## src/rtl/sccb_init_seq.sv

```systemverilog
// Walks a register table out of a synchronous ROM and pushes each entry to an
// SCCB controller over single-beat AXI4 writes, after configuring the controller.
module sccb_init_seq #(
    parameter logic [31:0] CONF_BASE_ADDR   = 32'h2000_0000,
    parameter logic [31:0] TX_BASE_ADDR     = 32'h2100_0000,
    parameter logic [6:0]  SLV_DVC_ADDR     = 7'h21,
    parameter logic [7:0]  PRESCALER        = 8'd1,
    parameter int unsigned TBL_AW           = 8,
    parameter int unsigned MST_ID_W         = 5,
    parameter int unsigned AXI_ID           = 0,
    parameter int unsigned TRANS_DATA_LEN_W = 8,
    parameter int unsigned TRANS_RESP_W     = 2
) (
    input  logic                        clk,
    input  logic                        rst,
    input  logic                        start_i,
    output logic                        busy_o,
    output logic                        done_o,
    output logic                        err_o,
    output logic [TBL_AW:0]             entry_cnt_o,
    output logic [TBL_AW-1:0]           tbl_addr_o,
    input  logic [15:0]                 tbl_data_i,
    output logic [MST_ID_W-1:0]         m_awid_o,
    output logic [31:0]                 m_awaddr_o,
    output logic [TRANS_DATA_LEN_W-1:0] m_awlen_o,
    output logic                        m_awvalid_o,
    input  logic                        m_awready_i,
    output logic [7:0]                  m_wdata_o,
    output logic                        m_wlast_o,
    output logic                        m_wvalid_o,
    input  logic                        m_wready_i,
    input  logic [MST_ID_W-1:0]         m_bid_i,
    input  logic [TRANS_RESP_W-1:0]     m_bresp_i,
    input  logic                        m_bvalid_i,
    output logic                        m_bready_o
);

    typedef enum logic [3:0] {
        S_IDLE,
        S_CFG_DVC,
        S_CFG_PSC,
        S_FETCH,
        S_DECODE,
        S_TX_SUB,
        S_TX_DAT,
        S_TX_CTL,
        S_DONE,
        S_ERR
    } state_e;

    state_e              state_q, state_d;
    logic [TBL_AW-1:0]   idx_q, idx_d;
    logic [TBL_AW:0]     cnt_q, cnt_d;
    logic [15:0]         entry_q, entry_d;
    logic                awvalid_q, awvalid_d;
    logic                wvalid_q, wvalid_d;
    logic [31:0]         awaddr_q, awaddr_d;
    logic [7:0]          wdata_q, wdata_d;

    logic wr_st, bready, wr_done, wr_fail, wr_ok;

    function automatic logic is_wr(input state_e s);
        return s inside {S_CFG_DVC, S_CFG_PSC, S_TX_SUB, S_TX_DAT, S_TX_CTL};
    endfunction

    always_comb begin
        state_d   = state_q;
        idx_d     = idx_q;
        cnt_d     = cnt_q;
        entry_d   = entry_q;
        awvalid_d = awvalid_q;
        wvalid_d  = wvalid_q;
        awaddr_d  = awaddr_q;
        wdata_d   = wdata_q;

        wr_st   = is_wr(state_q);
        bready  = wr_st && !awvalid_q && !wvalid_q;
        wr_done = bready && m_bvalid_i;
        // A response tagged with a foreign ID is treated as a failed write.
        wr_fail = wr_done && ((m_bresp_i != '0) || (m_bid_i != MST_ID_W'(AXI_ID)));
        wr_ok   = wr_done && !wr_fail;

        if (wr_st) begin
            if (awvalid_q && m_awready_i) awvalid_d = 1'b0;
            if (wvalid_q && m_wready_i)   wvalid_d  = 1'b0;
        end

        case (state_q)
            S_IDLE, S_DONE, S_ERR: begin
                if (start_i) begin
                    state_d = S_CFG_DVC;
                    idx_d   = '0;
                    cnt_d   = '0;
                end
            end
            S_CFG_DVC: if (wr_ok) state_d = S_CFG_PSC;
            S_CFG_PSC: if (wr_ok) state_d = S_FETCH;
            S_FETCH:   state_d = S_DECODE;
            S_DECODE: begin
                entry_d = tbl_data_i;
                state_d = (tbl_data_i == 16'hFFFF) ? S_DONE : S_TX_SUB;
            end
            S_TX_SUB:  if (wr_ok) state_d = S_TX_DAT;
            S_TX_DAT:  if (wr_ok) state_d = S_TX_CTL;
            S_TX_CTL: begin
                if (wr_ok) begin
                    cnt_d = cnt_q + 1'b1;
                    if (idx_q == '1) begin
                        state_d = S_DONE;
                    end else begin
                        idx_d   = idx_q + 1'b1;
                        state_d = S_FETCH;
                    end
                end
            end
            default: state_d = S_IDLE;
        endcase

        if (wr_fail) state_d = S_ERR;

        // Every write state is entered from a different state, so entry is the launch point.
        if (is_wr(state_d) && (state_d != state_q)) begin
            awvalid_d = 1'b1;
            wvalid_d  = 1'b1;
            case (state_d)
                S_CFG_DVC: begin awaddr_d = CONF_BASE_ADDR;         wdata_d = {1'b0, SLV_DVC_ADDR}; end
                S_CFG_PSC: begin awaddr_d = CONF_BASE_ADDR + 32'd1; wdata_d = PRESCALER;            end
                S_TX_SUB:  begin awaddr_d = TX_BASE_ADDR + 32'd1;   wdata_d = entry_d[15:8];        end
                S_TX_DAT:  begin awaddr_d = TX_BASE_ADDR + 32'd2;   wdata_d = entry_d[7:0];         end
                S_TX_CTL:  begin awaddr_d = TX_BASE_ADDR;           wdata_d = 8'h03;                end
                default:   begin awaddr_d = awaddr_q;               wdata_d = wdata_q;              end
            endcase
        end
    end

    always_ff @(posedge clk) begin
        if (rst) begin
            state_q   <= S_IDLE;
            idx_q     <= '0;
            cnt_q     <= '0;
            entry_q   <= '0;
            awvalid_q <= 1'b0;
            wvalid_q  <= 1'b0;
            awaddr_q  <= '0;
            wdata_q   <= '0;
        end else begin
            state_q   <= state_d;
            idx_q     <= idx_d;
            cnt_q     <= cnt_d;
            entry_q   <= entry_d;
            awvalid_q <= awvalid_d;
            wvalid_q  <= wvalid_d;
            awaddr_q  <= awaddr_d;
            wdata_q   <= wdata_d;
        end
    end

    assign busy_o      = !(state_q inside {S_IDLE, S_DONE, S_ERR});
    assign done_o      = (state_q == S_DONE);
    assign err_o       = (state_q == S_ERR);
    assign entry_cnt_o = cnt_q;
    assign tbl_addr_o  = idx_q;
    assign m_awid_o    = MST_ID_W'(AXI_ID);
    assign m_awaddr_o  = awaddr_q;
    assign m_awlen_o   = '0;
    assign m_awvalid_o = awvalid_q;
    assign m_wdata_o   = wdata_q;
    assign m_wlast_o   = wvalid_q;
    assign m_wvalid_o  = wvalid_q;
    assign m_bready_o  = bready;

endmodule

```

## config.mk

```make
export PLATFORM = sky130hd
export DESIGN_NAME = sccb_init_seq
export DESIGN_NICKNAME = d
export VERILOG_FILES = /design/src/rtl/sccb_init_seq.sv
export SDC_FILE = /design/constraint.sdc
export NUM_CORES = 1
export LEC_CHECK = 0
export BUFFER_PORTS_ARGS = -buffer_cell sky130_fd_sc_hd__buf_2
export CAP_MARGIN = 40
export CORE_MARGIN = 2
export CORE_UTILIZATION = 46
export CTS_BUF_LIST = sky130_fd_sc_hd__clkbuf_8
export CTS_CLUSTER_SIZE = 40
export DETAILED_ROUTE_END_ITERATION = 8
export GPL_TIMING_DRIVEN = 0
export PLACE_DENSITY = 0.89
export SETUP_SLACK_MARGIN = 0.15
export SLEW_MARGIN = 20
export SYNTH_ARGS = -nofsm -noshare
export SYNTH_HDL_FRONTEND = slang
export SYNTH_SLANG_ARGS = --single-unit
export TNS_END_PERCENT = 50
```

## constraint.sdc

```tcl
create_clock -name clk -period 2.9 [get_ports clk]
set_clock_uncertainty 0.15 [all_clocks]
set_input_delay 0.435 -clock clk [delete_from_list [all_inputs] [get_ports clk]]
set_output_delay 0.435 -clock clk [all_outputs]
set_load 0.02 [all_outputs]
```

== Word level (Yosys, flattened, before mapping) ==
Index checks and enable logic that the tools add are counted.

* Word-level logic and storage cells: 85
* Bits in registers: 79
* Input bits: 29
* Output and inout port bits: 77

* Muxes and demuxes: 26
* Equal/unequal tests: 20
* $add $sub $neg: 2
* Reduce and logical (&&, ||, !) cells: 29

{| class="wikitable"
|+ Operator list
! cell !! number
|-
| $pmux 32 s5 || 1
|-
| $pmux 8 s5 || 1
|-
| $mux 4 || 9
|-
| $pmux 4 s8 || 1
|-
| $eq 4x3->1 const B || 7
|-
| $mux 8 || 3
|-
| $mux 9 || 2
|-
| $pmux 9 s2 || 1
|-
| $eq 16x16->1 const B || 1
|-
| $mux 16 || 1
|-
| $pmux 8 s2 || 1
|-
| $reduce_bool 5->1 || 3
|-
| $eq 4x2->1 const B || 3
|-
| $reduce_bool 2->1 || 5
|-
| $add 9x1->9 const B || 1
|-
| $add 8x1->8 const B || 1
|-
| $eq 4x1->1 const B || 2
|-
| $eq 4x4->1 const B || 2
|-
| $eq 8x8->1 const B || 1
|-
| $logic_and 1x1->1 || 8
|-
| $mux 1 || 6
|-
| $ne 2x2->1 const B || 3
|-
| $reduce_and 2->1 || 3
|-
| $logic_not 1->1 || 4
|-
| 7 further kinds || 7
|}

== Depth between registers and ports, before layout ==
Gate-level depths: netlist of the first run.

* Depth in word-level cells: 16
* Mapped depth: 11
* Depth with buffers taken out: 9

== Worst setup path before layout of the first run ==
Ideal clock, no wire load.

* Path type: register to register
* Start: register wvalid_q (netlist: m_wlast_o)
* End: register wdata_q[0] (netlist: m_wdata_o[0])
* Setup slack: 0.143 ns
* Arrival: 2.486 ns
* Required time: 2.629 ns
* Cell stages (with the launch flop): 10
* Library setup time: 0.121 ns
* Buffers on the path: 1
* Period minus slack after synthesis: 2.757 ns
* Cells stage by stage: dfxtp_1 -> or3b_1 -> nor3_4 -> o32ai_1 -> a311o_1 -> o22ai_1 -> o32ai_2 -> nor2_2 -> buf_6 -> mux2_4

* Cells in the longest elaborated chain, start to end: 13
* Elaborated cells between the ends (all ways): 23
* Those cells by class: 6 x eq/ne; 8 x mux; 9 x reduce/logical

{| class="wikitable"
|+ RTL lines
! what !! RTL line !! RTL
|-
| start, declared || 56 || <nowiki>logic wvalid_q, wvalid_d;</nowiki>
|-
| start signal, assigned || 152 || <nowiki>wvalid_q <= wvalid_d;</nowiki>
|-
| $logic_not 1->1 * || 77 || <nowiki>bready = wr_st && !awvalid_q && !wvalid_q;</nowiki>
|-
| $logic_and 1x1->1 * || 77 ||
|-
| $logic_and 1x1->1 * || 78 || <nowiki>wr_done = bready && m_bvalid_i;</nowiki>
|-
| $logic_and 1x1->1 || 80 || <nowiki>wr_fail = wr_done && ((m_bresp_i != '0) || (m_bid_i != MST_ID_W'(AXI_ID)));</nowiki>
|-
| $logic_not 1->1 || 81 || <nowiki>wr_ok = wr_done && !wr_fail;</nowiki>
|-
| $logic_and 1x1->1 || 81 ||
|-
| $mux 4, on equally long branches || n/a ||
|-
| $pmux 4 s8 || 88 || <nowiki>case (state_q)</nowiki>
|-
| $mux 4 * || 119 || <nowiki>if (wr_fail) state_d = S_ERR;</nowiki>
|-
| $eq 4x1->1 (tied with other cells) || 63, 125 ||
|-
| $reduce_bool 5->1 (no source line) || n/a ||
|-
| $logic_and 1x1->1 || 122 || <nowiki>if (is_wr(state_d) && (state_d != state_q)) begin</nowiki>
|-
| $reduce_and 2->1 (no source line) || n/a ||
|-
| end signal, assigned || 154 || <nowiki>wdata_q <= wdata_d;</nowiki>
|-
| end, declared || 58 || <nowiki>logic [7:0] wdata_q, wdata_d;</nowiki>
|}

Mark *: on every way between the ends. The rest lies on a longest branch, timed or not.
A chain may end at the register's enable or synchronous reset.

== Worst setup path in the final report of the first run ==
* Start: register state_q[1]
* End: register wdata_q[0] (netlist: m_wdata_o[0])

* Cells in the longest elaborated chain, start to end: 15
* Elaborated cells between the ends (all ways): 37
* Those cells by class: 15 x eq/ne; 10 x mux; 12 x reduce/logical

{| class="wikitable"
|+ RTL lines
! what !! RTL line !! RTL
|-
| start, declared || 51 || <nowiki>state_e state_q, state_d;</nowiki>
|-
| start signal, assigned || 147 || <nowiki>state_q <= state_d;</nowiki>
|-
| $eq 4x1->1 (tied with other cells) || 63, 88 ||
|-
| $reduce_bool 5->1 || 63 || <nowiki>return s inside {S_CFG_DVC, S_CFG_PSC, S_TX_SUB, S_TX_DAT, S_TX_CTL};</nowiki>
|-
| $logic_and 1x1->1 (2 in series) || 77 ||
|-
| $logic_and 1x1->1 || 78 ||
|-
| $logic_and 1x1->1 || 80 ||
|-
| $logic_not 1->1 || 81 ||
|-
| $logic_and 1x1->1 || 81 ||
|-
| $mux 4, on equally long branches || n/a ||
|-
| $pmux 4 s8 || 88 ||
|-
| $mux 4 || 119 ||
|-
| $eq 4x1->1 (tied with other cells) || 63, 125 ||
|-
| $reduce_bool 5->1 (no source line) || n/a ||
|-
| $logic_and 1x1->1 || 122 ||
|-
| $reduce_and 2->1 (no source line) || n/a ||
|}

Several ways; a longest one is shown, not always the timed one.

==> impl_metrics.tcl, run 1 <==
set metrics [dict create \
    synth-async-reset-ratio 0 \
    synth.most_common_cell "dfxtp_1" \
    avgSynthCellArea_um2 8.48 \
    floorplan.rows 29 \
    initial_core_util 0.469 \
    cts_tree "built" \
    htree_levels 2 \
    synth_cell_types 64 \
    postRouteAntennaNets 0 \
    clkTransAtPathRegs_ps 90 \
    vias_per_cell 5.00 \
    p_leak_uw 0.00177 \
    crit_path_frequent_cell "buf_6" \
    rsz0062_at_grt "yes" \
    worstPathRequired_ps 2950 \
    synth_top_area_frac 0.349 \
    final_nets 506 \
    synth_xor_area_frac 0.0359 \
    crit_slowest_cell "a311o_1" \
    areaGrowthSynthToFinish_pct 32.6 \
    ys_ff_latch 51 \
    topRoutingLayerUsed "met4" \
    crit_path_end_kind "flip-flop" \
    gr-usage-all-layers 0.192 \
    dp.cells 526 \
    drt_pass1_iterations 4 \
    fp.dieH_um 83.7 \
    wl_per_cell_um 12.7 \
    whs_ps 239 \
    setup_viol 0 \
    wl_met2_mm 3.43 \
    multi_input_area_um2 1720 \
    critPathMaxFanout 8 \
    synthTopCellsByArea "dfxtp_1, buf_4, mux2i_1, nor2_1, nand2_1" \
    max_stage_delay_ps 340 \
    synth_top_area_cell "dfxtp_1" \
    n_fill_cell 548 \
    cp.arrival_ps 2800 \
    p_per_area_nw_per_um2 642 \
    cts.sinks 51 \
    min_period_ps 2740 \
    drtIter0Drc 124 \
    maxSlewViolCount 0 \
    io_pins 106 \
    status "finished, final reports clean" \
    synth_compound_area_frac 0.135 \
    grt_overflow 0 \
    drive_above_1_share 0.359 \
    crit_chain "buf_6 -> and3b_1 -> buf_6 -> nor3_4 -> buf_4 -> o32ai_2 -> a311o_1 -> o22ai_2 -> o32ai_4 -> nor2_2 -> buf_6 -> mux2_4" \
    layout.cells.non_filler 553 \
    yosys.area_share.simple 0.231 \
    clock_latency_ps 310 \
    die-area_um2 7010 \
    min_delay_path_depth 4 \
    cts_inserted_buffers 5 \
    wl_met1_mm 2.97 \
    slew_headroom 0.612 \
    place_ws_ps -209 \
    ys_seq_area_frac 0.349 \
    dp_hpwl_mm 5.22 \
    synth_area_um2 2930 \
    min_path_type "in2reg" \
    regArea_um2 1030 \
    antenna_found_initial 0 \
    wirelength_mm 7.03 \
    port-buffer-count 64 \
    setup_ws_ps 156 \
    synth_edf_count 0 \
    yosys-top-cells-count "dfxtp_1, buf_4, nor2_1" \
    cts_buffer_depth 2 \
    die_w_um 83.7 \
    num_vias 2767 \
    critPathKind "reg2reg" \
    cts.root.buffer_cell "clkbuf_8" \
    diodes 0 \
    drc 0 \
    synth_top_family_by_area "simple AND/OR/NAND/NOR gates" \
    rr_worst_depth 12 \
    fin_setup_tns_ps 0 \
    max_slew.worst_pin.slew_ps 578 \
    critPathLaunchType "flip-flop" \
    wl_met3_um 492 \
    grt_max_degree 17 \
    grt_pass1_wl_mm 11.1 \
    synthMuxAreaShare 0.0945 \
    hold_viol 0 \
    syn_inst 345 \
    grt_pass1_vias 2467 \
    holdBufCountCts 0 \
    drv_cap 0 \
    synth-main-ff-cell "dfxtp_1" \
    fmax_mhz 364 \
    yosys_warnings 0 \
    place_congestion 0.912 \
    finish.utilization 0.621 \
    core_um2 6240 \
    vdd_drop_max_mv 0.577 \
    synth_adder_area_share 0.00855 \
    finalCritPeriodShare 0.946 \
]
[area by class of cell]
class | count | area share
sequential | 51 | 0.265
clock inverter | 3 | 0.0113
multi-input combinational | 269 | 0.444
clock buffer | 5 | 0.0177
buffer | 57 | 0.105
timing repair buffer | 83 | 0.125
inverter | 8 | 0.00774
tap | 77 | 0.0248
[report_power, final]
part | switching [uW] | internal [uW]
logic | 627 | 561
clock network | 239 | 257
registers | 44.5 | 761
[metal layers]
| metal | vias up | GRT usage |
|---|---|---|
| met2 | 108 | 0.323 |
| met4 | 0 | 0.0689 |
| met5 | - | 0 |
| met1 | 1262 | 0.239 |
| li1 | 1384 | - |
| met3 | 13 | 0.0455 |
[final timing paths]
check | end | from | slack [ps]
setup / recovery | m_wdata_o[0] | state_q[1] | 160
hold / removal | m_awvalid_o | m_awready_i | 240
setup reg to reg | m_wdata_o[0] | state_q[1] | 160
hold reg to reg | m_awaddr_o[1] | m_awaddr_o[1] | 320
[state kept, by name, indices dropped and copies added, names as in the netlist]
register and count:
m_awvalid_o 1, m_wlast_o 1, entry_cnt_o 9, m_wdata_o 8
state_q 4, tbl_addr_o 8, m_awaddr_o 4, entry_q 16
[cell usage in the layout, fill, tap and decap left out, types with 9 or more instances in the layout]
master and instances:
nor2_1 39, buf_2 66, a21oi_1 13, o21ai_0 9, nand4_1 11, dfxtp_1 47, buf_4 59, conb_1 41
xor2_1 10, nand2b_1 12, nand2_1 25, mux2i_1 25
[repair_timing]
| action | 4_1_cts | 5_1_grt |
|---|---|---|
| buffers inserted | 11 | 8 |
| pin swaps | 4 | 7 |
| endpoints found under the setup margin | 12 | 15 |
| resized for setup | 10 | 16 |
[through the flow]
| stage | power [uW] | instance area [um^2] |
|---|---|---|
| 3_5_place_dp | 1710 | 3500 |
| 5_1_grt | 2630 | 3880 |
| 4_1_cts | 2390 | 3760 |
| 2_1_floorplan | 1520 | 3090 |
| 6_report | 2490 | 3880 |
| 3_3_place_gp | 1690 | 3500 |
[logic make-up after synthesis]
| group | after synthesis |
|---|---|
| simple gates | 130 |
| buf+inv | 65 |
| compound gates | 57 |
| flops | 51 |
| mux | 27 |
| xor+xnor | 12 |
| fa+ha+maj | 2 |
| other cells | 1 |
[critical path: cells and delay by family, from the launching register on]
family | cells | cell delay [ps]
multiplexers | 1 | 290
AO/OA/AOI/OAI | 4 | 790
AND/OR/NAND/NOR | 3 | 540
buffers and inverters | 4 | 550
flip-flops | 1 | 330
Power figures use the tool's default switching activity.
==> run 2, diff against run 1 <==
- BUFFER_PORTS_ARGS: -buffer_cell sky130_fd_sc_hd__buf_2 -> -buffer_cell sky130_fd_sc_hd__buf_4
==> impl_metrics.tcl, run 2 (synthesis results as in run 1) <==
set metrics [dict create \
    final_nets 495 \
    fp.dieH_um 83.7 \
    min_path_type "in2reg" \
    timing.rr.start "m_wlast_o" \
    clkTransAtPathRegs_ps 80 \
    initial_core_util 0.469 \
    cts.sinks 51 \
    drtIter0Drc 85 \
    slew_headroom 0.535 \
    port-buffer-count 64 \
    cts_tree "built" \
    floorplan.rows 29 \
    core_um2 6240 \
    clock_latency_ps 300 \
    drv_cap 0 \
    largest_reg_flops 16 \
    worstPathRequired_ps 2940 \
    critPathLaunchType "flip-flop" \
    wl_per_cell_um 12.6 \
    max_slew.worst_pin.slew_ps 691 \
    finalPower_uw 2380 \
    gr-usage-all-layers 0.184 \
    cts.root.buffer_cell "clkbuf_8" \
    crit_path_end_kind "flip-flop" \
    place_ws_ps -201 \
    htree_levels 2 \
    setup_ws_ps 74.6 \
    fmax_mhz 354 \
    io_pins 106 \
    vdd_drop_max_mv 0.449 \
    finalCritPeriodShare 0.974 \
    grt_overflow 0 \
    holdCritStartpoint "m_awready_i" \
    drc 0 \
    die_w_um 83.7 \
    status "finished, final reports clean" \
    fin_setup_tns_ps 0 \
    min_period_ps 2830 \
    cp.arrival_ps 2870 \
    antenna_found_initial 0 \
    grt_pass1_vias 2473 \
    die-area_um2 7010 \
    cts_inserted_buffers 5 \
    critPathKind "reg2reg" \
    p_leak_uw 0.00173 \
    postRouteAntennaNets 0 \
    maxSlewViolCount 0 \
    layout_commonest_cell "buf_4" \
    grt_pass1_wl_mm 10.7 \
    drt_pass1_iterations 4 \
    hold_viol 0 \
    holdBufCountCts 0 \
    place_congestion 0.906 \
    areaGrowthSynthToFinish_pct 32.8 \
    p_per_area_nw_per_um2 614 \
    dp_hpwl_mm 5.26 \
    grt_max_degree 15 \
    mostFrequentLayoutCells "buf_4, dfxtp_1, nor2_1, conb_1" \
    diodes 0 \
    vias_per_cell 4.94 \
    drive_above_1_share 0.321 \
    num_vias 2675 \
    critPathMaxFanout 8 \
    rsz0062_at_grt "yes" \
    setup_viol 0 \
    wirelength_mm 6.79 \
    regMostFlops "entry_q" \
    cts_buffer_depth 2 \
    worstSetupStartpoint "m_wlast_o" \
]
-- run 2: worst max-delay path, cell delays in order (launching register included) --
cell and delay (ps):
dfxtp_2 350, or3b_4 420, nor3_4 340, o32ai_2 160, a311o_1 330, o22ai_2 220
o32ai_4 130, nor2_2 180, buf_6 150, mux2_4 290
-- run 2: timing repair --
| action | in CTS | in global routing |
|---|---|---|
| buffers inserted | 6 | 2 |
| pin swaps | 7 | 4 |
| resized for setup | 6 | 2 |
| endpoints found under the setup margin | 13 | 15 |
-- run 2: path summary, 6_finish.rpt --
| check | cells past startpoint | end | slack (ps) |
|---|---|---|---|
| hold / removal | 4 | m_awvalid_o | 250 |
| hold reg to reg | 2 | m_awaddr_o[1] | 320 |
| setup reg to reg | 9 | m_wdata_o[0] | 70 |
| setup / recovery | 9 | m_wdata_o[0] | 70 |
-- run 2: stage by stage --
step	std cells	area, um^2	hold slack (ps)	utilization
2_1_floorplan	385	3090	300	-
3_3_place_gp	526	3660	315	0.587
3_5_place_dp	526	3660	315	0.587
4_1_cts	539	3850	254	0.618
5_1_grt	541	3880	254	0.622
6_report	541	3880	252	0.622
-- run 2: final cells by class --
cell class                 instances  area [um^2]
sequential                        51         1020
clock buffer                       5         68.8
clock inverter                     2         33.8
fill                             543         2360
timing repair buffer              72          553
inverter                           8         30.0
tap                               77         96.3
buffer                            57          395
multi-input combinational        269         1680
-- run 2: routing by layer --
metal | wire (um) | vias up | track usage
met1 | 2850 | 1205 | 0.219
met2 | 3300 | 102 | 0.318
met3 | 511 | 14 | 0.0495
met4 | 135 | 0 | 0.0660
met5 | 0 | - | 0
li1 | - | 1354 | -
-- run 2: power breakdown --
group / total [uW] / switching, uW / internal (uW) / leakage, uW
logic: 1110 / 595 / 515 / 0.00126
clock network: 469 / 220 / 250 / 0.0000554
registers: 806 / 46.4 / 760 / 0.000414
total: 2380 / 861 / 1520 / 0.00173
